$ cat config.mk
export PLATFORM = sky130hd
export DESIGN_NAME = sbus_router
export DESIGN_NICKNAME = d
export VERILOG_FILES = /design/src/rtl/sbus_router_pkg.sv /design/src/rtl/sbus_wdt.sv /design/src/rtl/sbus_router.sv
export SDC_FILE = /design/constraint.sdc
export NUM_CORES = 1
export LEC_CHECK = 0
export CAP_MARGIN = 5
export CORE_AREA = 3 3 124 126
export CTS_CLUSTER_DIAMETER = 60
export CTS_CLUSTER_SIZE = 20
export DETAILED_ROUTE_END_ITERATION = 12
export DIE_AREA = 0 0 127 129
export SLEW_MARGIN = 10
export SYNTH_ARGS = -nofsm -noshare
export SYNTH_HDL_FRONTEND = slang
export SYNTH_SLANG_ARGS = --single-unit
$ cat constraint.sdc
create_clock -name clk -period 2.3 [get_ports clk]
set_input_delay 0.46 -clock clk [delete_from_list [all_inputs] [get_ports clk]]
set_output_delay 0.46 -clock clk [all_outputs]
set_load 0.01 [all_outputs]
$ cat src/rtl/sbus_router_pkg.sv
// Shared definitions for the system-bus router: bus widths, slave-select
// field bounds and the router FSM state encoding.
package sbus_router_pkg;

  localparam int MemBus     = 32;
  localparam int MemAddrBus = 32;

  localparam int SBUS_SEL_MSB = 31;
  localparam int SBUS_SEL_LSB = 28;
  localparam int SelW         = SBUS_SEL_MSB - SBUS_SEL_LSB + 1;

  typedef enum logic [1:0] {
    S_IDLE = 2'd0,
    S_WAIT = 2'd1,
    S_ERR  = 2'd2
  } state_e;

endpackage

$ cat src/rtl/sbus_wdt.sv
// Read-response watchdog. Counts enabled, non-frozen cycles from a clear and
// flags the cycle in which the count sits at TIMEOUT-1. The count saturates
// there rather than wrapping.
module sbus_wdt #(
  parameter int TIMEOUT = 255
) (
  input  logic clk,
  input  logic rst,
  input  logic clr_i,
  input  logic en_i,
  input  logic frz_i,
  output logic expired_o
);

  localparam int CntW = $clog2(TIMEOUT + 1);
  localparam logic [CntW-1:0] CntLast = CntW'(TIMEOUT - 1);

  logic [CntW-1:0] cnt_q, cnt_d;

  // Next count: clear wins, otherwise count silent cycles up to the last value.
  always_comb begin
    cnt_d = cnt_q;
    if (clr_i) begin
      cnt_d = '0;
    end else if (en_i && !frz_i && (cnt_q != CntLast)) begin
      cnt_d = cnt_q + CntW'(1);
    end
  end

  // Count register with synchronous reset.
  always_ff @(posedge clk) begin
    if (rst) begin
      cnt_q <= '0;
    end else begin
      cnt_q <= cnt_d;
    end
  end

  assign expired_o = (cnt_q == CntLast);

endmodule

$ cat src/rtl/sbus_router.sv
// Single-master, N-slave system-bus router with one outstanding read.
// Commands pass through combinationally to the slave picked by the address
// top nibble; read responses come back combinationally from the latched
// slave. Unmapped reads get an error response from the router itself.
// Build option SBUS_TIMEOUT_EN adds a watchdog that turns a silent slave
// into an error response after TIMEOUT waiting cycles.
//
// state  | meaning
// -------+-------------------------------------------------------------
// S_IDLE | no read outstanding; commands forwarded, stray rsps drained
// S_WAIT | read issued to sel_q; its response is passed to the master
// S_ERR  | router-generated error response held until master accepts
module sbus_router
  import sbus_router_pkg::*;
#(
  parameter int N_SLV   = 4,
  parameter int TIMEOUT = 255
) (
  input  logic                    clk,
  input  logic                    rst,
  input  logic [MemBus-1:0]       m_cmd_wdata,
  input  logic [MemAddrBus-1:0]   m_cmd_addr,
  input  logic                    m_cmd_we,
  input  logic [3:0]              m_cmd_wem,
  input  logic                    m_cmd_valid,
  output logic                    m_cmd_ready,
  output logic [MemBus-1:0]       m_rsp_rdata,
  output logic                    m_rsp_valid,
  input  logic                    m_rsp_ready,
  output logic                    m_rsp_error,
  output logic [MemBus-1:0]       s_cmd_wdata,
  output logic [MemAddrBus-1:0]   s_cmd_addr,
  output logic                    s_cmd_we,
  output logic [3:0]              s_cmd_wem,
  output logic [N_SLV-1:0]        s_cmd_valid,
  input  logic [N_SLV-1:0]        s_cmd_ready,
  input  logic [N_SLV*MemBus-1:0] s_rsp_rdata,
  input  logic [N_SLV-1:0]        s_rsp_valid,
  output logic [N_SLV-1:0]        s_rsp_ready,
  input  logic [N_SLV-1:0]        s_rsp_error
);

  if (N_SLV < 1 || N_SLV > 16 || TIMEOUT < 2) begin : g_param_chk
    $error("sbus_router: N_SLV must be 1..16 and TIMEOUT must be >= 2");
  end

  localparam logic [SelW:0] NSlvW = (SelW + 1)'(N_SLV);

  state_e          state_q, state_d;
  logic [SelW-1:0] sel_q, sel_d;
  logic [SelW-1:0] sel;
  logic            mapped;
  logic            sel_rdy;
  logic            sq_valid;
  logic            sq_error;
  logic [MemBus-1:0] sq_rdata;
  logic            wdt_exp;

  assign sel    = m_cmd_addr[SBUS_SEL_MSB:SBUS_SEL_LSB];
  assign mapped = ({1'b0, sel} < NSlvW);

  assign s_cmd_wdata = m_cmd_wdata;
  assign s_cmd_addr  = m_cmd_addr;
  assign s_cmd_we    = m_cmd_we;
  assign s_cmd_wem   = m_cmd_wem;

  // Pick the addressed slave's cmd ready and the latched slave's response.
  always_comb begin
    sel_rdy  = 1'b0;
    sq_valid = 1'b0;
    sq_error = 1'b0;
    sq_rdata = '0;
    for (int i = 0; i < N_SLV; i++) begin
      if (sel == SelW'(i)) begin
        sel_rdy = s_cmd_ready[i];
      end
      if (sel_q == SelW'(i)) begin
        sq_valid = s_rsp_valid[i];
        sq_error = s_rsp_error[i];
        sq_rdata = s_rsp_rdata[i*MemBus +: MemBus];
      end
    end
  end

  // Next state and all handshake outputs.
  always_comb begin
    state_d     = state_q;
    sel_d       = sel_q;
    m_cmd_ready = 1'b0;
    s_cmd_valid = '0;
    s_rsp_ready = '1;
    m_rsp_valid = 1'b0;
    m_rsp_error = 1'b0;
    m_rsp_rdata = '0;
    case (state_q)
      S_IDLE: begin
        m_cmd_ready = m_cmd_valid & (~mapped | sel_rdy);
        for (int i = 0; i < N_SLV; i++) begin
          if (mapped && (sel == SelW'(i))) begin
            s_cmd_valid[i] = m_cmd_valid;
          end
        end
        if (m_cmd_ready && !m_cmd_we) begin
          if (mapped) begin
            state_d = S_WAIT;
            sel_d   = sel;
          end else begin
            state_d = S_ERR;
          end
        end
      end
      S_WAIT: begin
        s_rsp_ready = '0;
        for (int i = 0; i < N_SLV; i++) begin
          if (sel_q == SelW'(i)) begin
            s_rsp_ready[i] = m_rsp_ready;
          end
        end
        m_rsp_valid = sq_valid;
        m_rsp_error = sq_error;
        m_rsp_rdata = sq_rdata;
        if (sq_valid && m_rsp_ready) begin
          state_d = S_IDLE;
        end else if (!sq_valid && wdt_exp) begin
          state_d = S_ERR;
        end
      end
      S_ERR: begin
        m_rsp_valid = 1'b1;
        m_rsp_error = 1'b1;
        if (m_rsp_ready) begin
          state_d = S_IDLE;
        end
      end
      default: begin
        state_d = S_IDLE;
      end
    endcase
  end

  // State and latched slave index.
  always_ff @(posedge clk) begin
    if (rst) begin
      state_q <= S_IDLE;
      sel_q   <= '0;
    end else begin
      state_q <= state_d;
      sel_q   <= sel_d;
    end
  end

`ifdef SBUS_TIMEOUT_EN
  logic wdt_clr;
  logic wdt_en;
  logic wdt_frz;

  // Restart on every new read; count only cycles where the slave is silent.
  assign wdt_clr = (state_q == S_IDLE) && (state_d == S_WAIT);
  assign wdt_en  = (state_q == S_WAIT) && !sq_valid;
  assign wdt_frz = sq_valid && !m_rsp_ready;

  sbus_wdt #(
    .TIMEOUT(TIMEOUT)
  ) u_wdt (
    .clk      (clk),
    .rst      (rst),
    .clr_i    (wdt_clr),
    .en_i     (wdt_en),
    .frz_i    (wdt_frz),
    .expired_o(wdt_exp)
  );
`else
  assign wdt_exp = 1'b0;
`endif

endmodule

# Yosys cells after proc, flatten, opt, wreduce, memory -nomap -nowiden
# Cells that the tools add are included.
[word_totals]
output_inout_bits = 112
inputBits = 213
reg_bits = 6
[op_classes]
magnitude_cmp = 1
bitwise_logic = 3
muxes = 35
eq_ne = 11
reduce_logical = 12
[op_table]
columns = ["cell", "count"]
rows = [
  ["$mux W32", 5],
  ["$mux W1", 21],
  ["$eq A4 B2 Y1 const B", 4],
  ["$eq A4 B1 Y1 const B", 2],
  ["$logic_not A4 Y1", 2],
  ["$mux W2", 4],
  ["$mux W4", 2],
  ["$logic_and A1 B1 Y1", 6],
  ["$ne A2 B2 Y1 const B", 3],
  ["$pmux W2 S3", 1],
  ["$reduce_and A3 Y1", 2],
  ["$lt A4 B3 Y1 const B", 1],
  ["$pmux W1 S2", 2],
  ["$eq A2 B1 Y1 const B", 1],
  ["$eq A2 B2 Y1 const B", 1],
  ["$logic_not A2 Y1", 1],
  ["$and A1 B1 Y1", 1],
  ["$logic_not A1 Y1", 1],
  ["$not A1 Y1", 1],
  ["$or A1 B1 Y1", 1],
]

# Logic depth before layout (Yosys ltp)
[logic_depth]
depth_word = 10
mapped_depth = 7
depth_no_buf = 6

# Worst setup path after synthesis
# Ideal clock, no wire load.
[synth_timing]
path_type = "register -> output"
start = "register sel_q[1]"
end = "output m_rsp_rdata[18]"
stages_incl_launch_ff = 7
path_buffers = 2
setup_slack_ns = 0.365
required_ns = 1.840
arrival_time_ns = 1.475
cell_sequence = "dfxtp_1 > or3b_2 > clkbuf_1 > clkbuf_1 > o22ai_1 > o21ai_0 > nor2_1"
[synth_via]
elab_chain_cells = 6
[synth_rtl]
columns = ["item", "line_no", "text"]
rows = [
  ["start: declaration", "sbus_router.sv:50", "logic [SelW-1:0] sel_q, sel_d;"],
  ["start signal: assignment", "sbus_router.sv:148", "sel_q <= sel_d;"],
  ["$logic_not A4 Y1", "sbus_router.sv:77", "if (sel_q == SelW'(i)) begin"],
  ["$mux W32 (3 in a row)", "sbus_router.sv:77", ""],
  ["$mux W32 (*)", "sbus_router.sv:77", ""],
  ["$mux W32 (*)", "sbus_router.sv:95", "case (state_q)"],
  ["end: declaration", "sbus_router.sv:27", "output logic [MemBus-1:0] m_rsp_rdata,"],
]
# Every way passes the cells marked *; elsewhere a longest branch is shown, timed or not.

# Worst setup path in the final report
[layout_timing]
start = "register sel_q[3]"
end = "output m_rsp_rdata[3]"
# The elaborated chain is that of the path after synthesis.

==> results.cfg <==
[cts]
cts_buffers = 3
cts_sinks = 6
htreeDepth = 1
ctsLongestPathBuffers = 2
path_clk_slew_ns = 0.03
clk_latency_ns = 0.23
cts_tree = built
root_buffer = clkbuf_16

[pwr]
leakage_nw = 1.68
p_per_area_nw_per_um2 = 226
ir_worst_vdd_mv = 0.187

[placed_design]
place.gp.congestion = 0.832
port_buffers = 196
dpl.hpwl_mm = 8.08

[critical_path]
crit_family = buffers and inverters
cp.required_ns = 1.84
ff2ff_path_depth = 5
cp_slowest_cell = or3b_4
critPathBufInv = 3
rr_endpoint = state_q[1]
endpoint_kind = output pin
rr_startpoint = sel_q[0]
cp_max_fo = 15
worstSetupPathType = reg -> out
critical_path_depth = 6
crit_start = sel_q[3]
slowest_delay_ns = 0.41
worstPathCellList = or3b_4 > buf_4 > buf_6 > o22ai_2 > nor2_1 > dlygate4sd2_1
r2r_setup_slack_ns = 0.57
crit_end = m_rsp_rdata[3]
startpoint_type = flop
cp.arrival_ns = 1.79

[yosys]
ys_seq_area_share_pct = 5.65
synth_fp_nets = 515
ys_ff_latch = 6
postSynthCellCount = 299
avgSynthCellArea_um2 = 7.11
yosysWarningCount = 0
ys_types = 34
netlist_area_um2 = 2120

[final_layout]
num-fill-cells = 1537
multi_input_area_um2 = 1480
antenna_cells = 0
final_common_cell = clkdlybuf4s50_1
drive_gt1_share_pct = 25.6
syn2layout_area_growth_pct = 94.5
final_cell_mix = 148 x clkdlybuf4s50_1, 50 x nor2_1, 32 x mux2_2
nets = 662
seq_area_um2 = 125

[job]
cap_violations = 0

[grt]
antenna_found_initial = 0
grt_max_degree = 20
grt_pass1_wl_mm = 13.9
grt_pass1_vias = 2651
gr-total-overflow = 0
gr-usage-all-layers_pct = 10.6

[floorplanning]
core_um2 = 14400
io_pins = 325
rows = 44
die_area_um2 = 16400
die_x_um = 127
start_util_pct = 14.7
dieHeight_um = 129

[timing]
worstMarginPinSlew_ns = 0.409
slew_violations = 0
hold_slack_ns = 0.498
period_share_pct = 97.6
fin_crit_ns = 2.25
rsz0062_at_grt = true
fmax_ghz = 0.445
setup_viol = 0
skew_ns = 0.00499
fin_setup_tns_ns = 0
relSlewSlack_pct = 72.7
hold_viol = 0

[routing]
drcViolationCount = 0
wl_per_cell_um = 15.5
wl_mm = 9.76
drtAntennaViolNets = 0
drt_pass1_iterations = 4
viasPerCell = 4.20
vias = 2641
drt_iter0_drc = 100

[hold_path]
hold_path.class = reg -> reg

[outcome]
status = finished clean
==> layer usage <==
metal | track usage (%) | vias up | part of all wire, %
met3 | 4.28 | 20 | 12
met1 | 12.1 | 1172 | 38
met5 | 0 | - | 0
li1 | - | 1289 | -
met4 | 2.59 | 0 | 2.0
met2 | 18.6 | 160 | 49
==> cell usage after synthesis (all sizes together) <==
master | count | area [um^2]
buf | 77 | 561
nor2 | 52 | 195
o22ai | 33 | 213
mux2 | 32 | 360
o21ai | 22 | 110
mux2i | 18 | 180
clkbuf | 13 | 48.8
dfxtp | 6 | 120
nand3 | 5 | 25.0
nand2 | 4 | 15.0
nand2b | 4 | 25.0
nor3b | 4 | 30.0
a221oi | 3 | 26.3
ha | 3 | 37.5
inv | 3 | 11.3
nor3 | 3 | 15.0
a21oi | 2 | 10.0
and3 | 2 | 12.5
mux4 | 2 | 45.0
a221o | 1 | 10.0
a22o | 1 | 8.76
a31oi | 1 | 6.26
a32o | 1 | 11.3
clkinv | 1 | 3.75
nor2b | 1 | 6.26
nor4 | 1 | 6.26
o21a | 1 | 7.51
o2bb2ai | 1 | 8.76
or3 | 1 | 6.26
or3b | 1 | 8.76
==> metrics by stage <==
stage / power [mW] / setup slack (ns) / std cells / instance area, um^2 / util, %
2_1_floorplan: 0.398 / 0.365 / 299 / 2120 / -
3_3_place_gp: 0.629 / -0.337 / 623 / 3980 / 27.6
6_report: 0.934 / 0.0549 / 629 / 4130 / 28.6
3_5_place_dp: 0.634 / -0.346 / 623 / 3980 / 27.6
5_1_grt: 0.987 / 0.00540 / 629 / 4130 / 28.6
4_1_cts: 0.931 / -0.256 / 629 / 4090 / 28.4
==> power by group <==
part	internal [mW]	total, mW	switching, mW	leakage, nW
sequential	0.107	0.109	0.00277	0.0499
combinational	0.365	0.533	0.169	1.59
clock	0.230	0.291	0.0606	0.0382
total	0.701	0.934	0.232	1.68
==> state kept, by name, indices dropped and copies added (netlist names) <==
register  flops
sel_q         4
state_q       2
==> layout make-up <==
class / instances / share of cell area (%)
clock buffers: 4 / 1.91
inverters: 4 / 0.363
multi-input cells: 199 / 35.9
flip-flops and latches: 6 / 3.03
well taps: 184 / 5.57
repair buffers: 232 / 53.2
==> what timing repair did <==
action	in CTS	in global routing
setup endpoints to repair	43	37
hold endpoints to repair	0	0
pin swaps	3	1
buffers inserted	2	0
gates resized for setup	63	60
hold buffers	0	0
==> cell families after synthesis <==
logic type | synth area share [%]
AOI/OAI and AO/OA | 19.4
buffers and inverters | 29.4
adders and majority gates | 1.77
muxes | 27.6
and+or+nand+nor | 16.3
DFF | 5.65
==> worst min-delay path by stage <==
stage	cells after the start	slack (ns)	to	from
2_1_floorplan	1	0.46	state_q[0]	state_q[0]
3_3_place_gp	1	0.48	sel_q[2]	sel_q[2]
3_5_place_dp	1	0.48	sel_q[2]	sel_q[2]
4_1_cts	1	0.49	sel_q[2]	sel_q[2]
5_1_grt	1	0.54	sel_q[2]	sel_q[2]
6_report	1	0.50	sel_q[2]	sel_q[2]
==> worst reg2reg max path: cells and delay by family, from the launching register on <==
| family | cells | cell delay (ns) |
|---|---|---|
| buffers and inverters | 1 | 0.13 |
| DFF | 1 | 0.37 |
| AOI/OAI and AO/OA | 3 | 0.64 |
| muxes | 1 | 0.54 |
(Power assumes the default switching activity.)
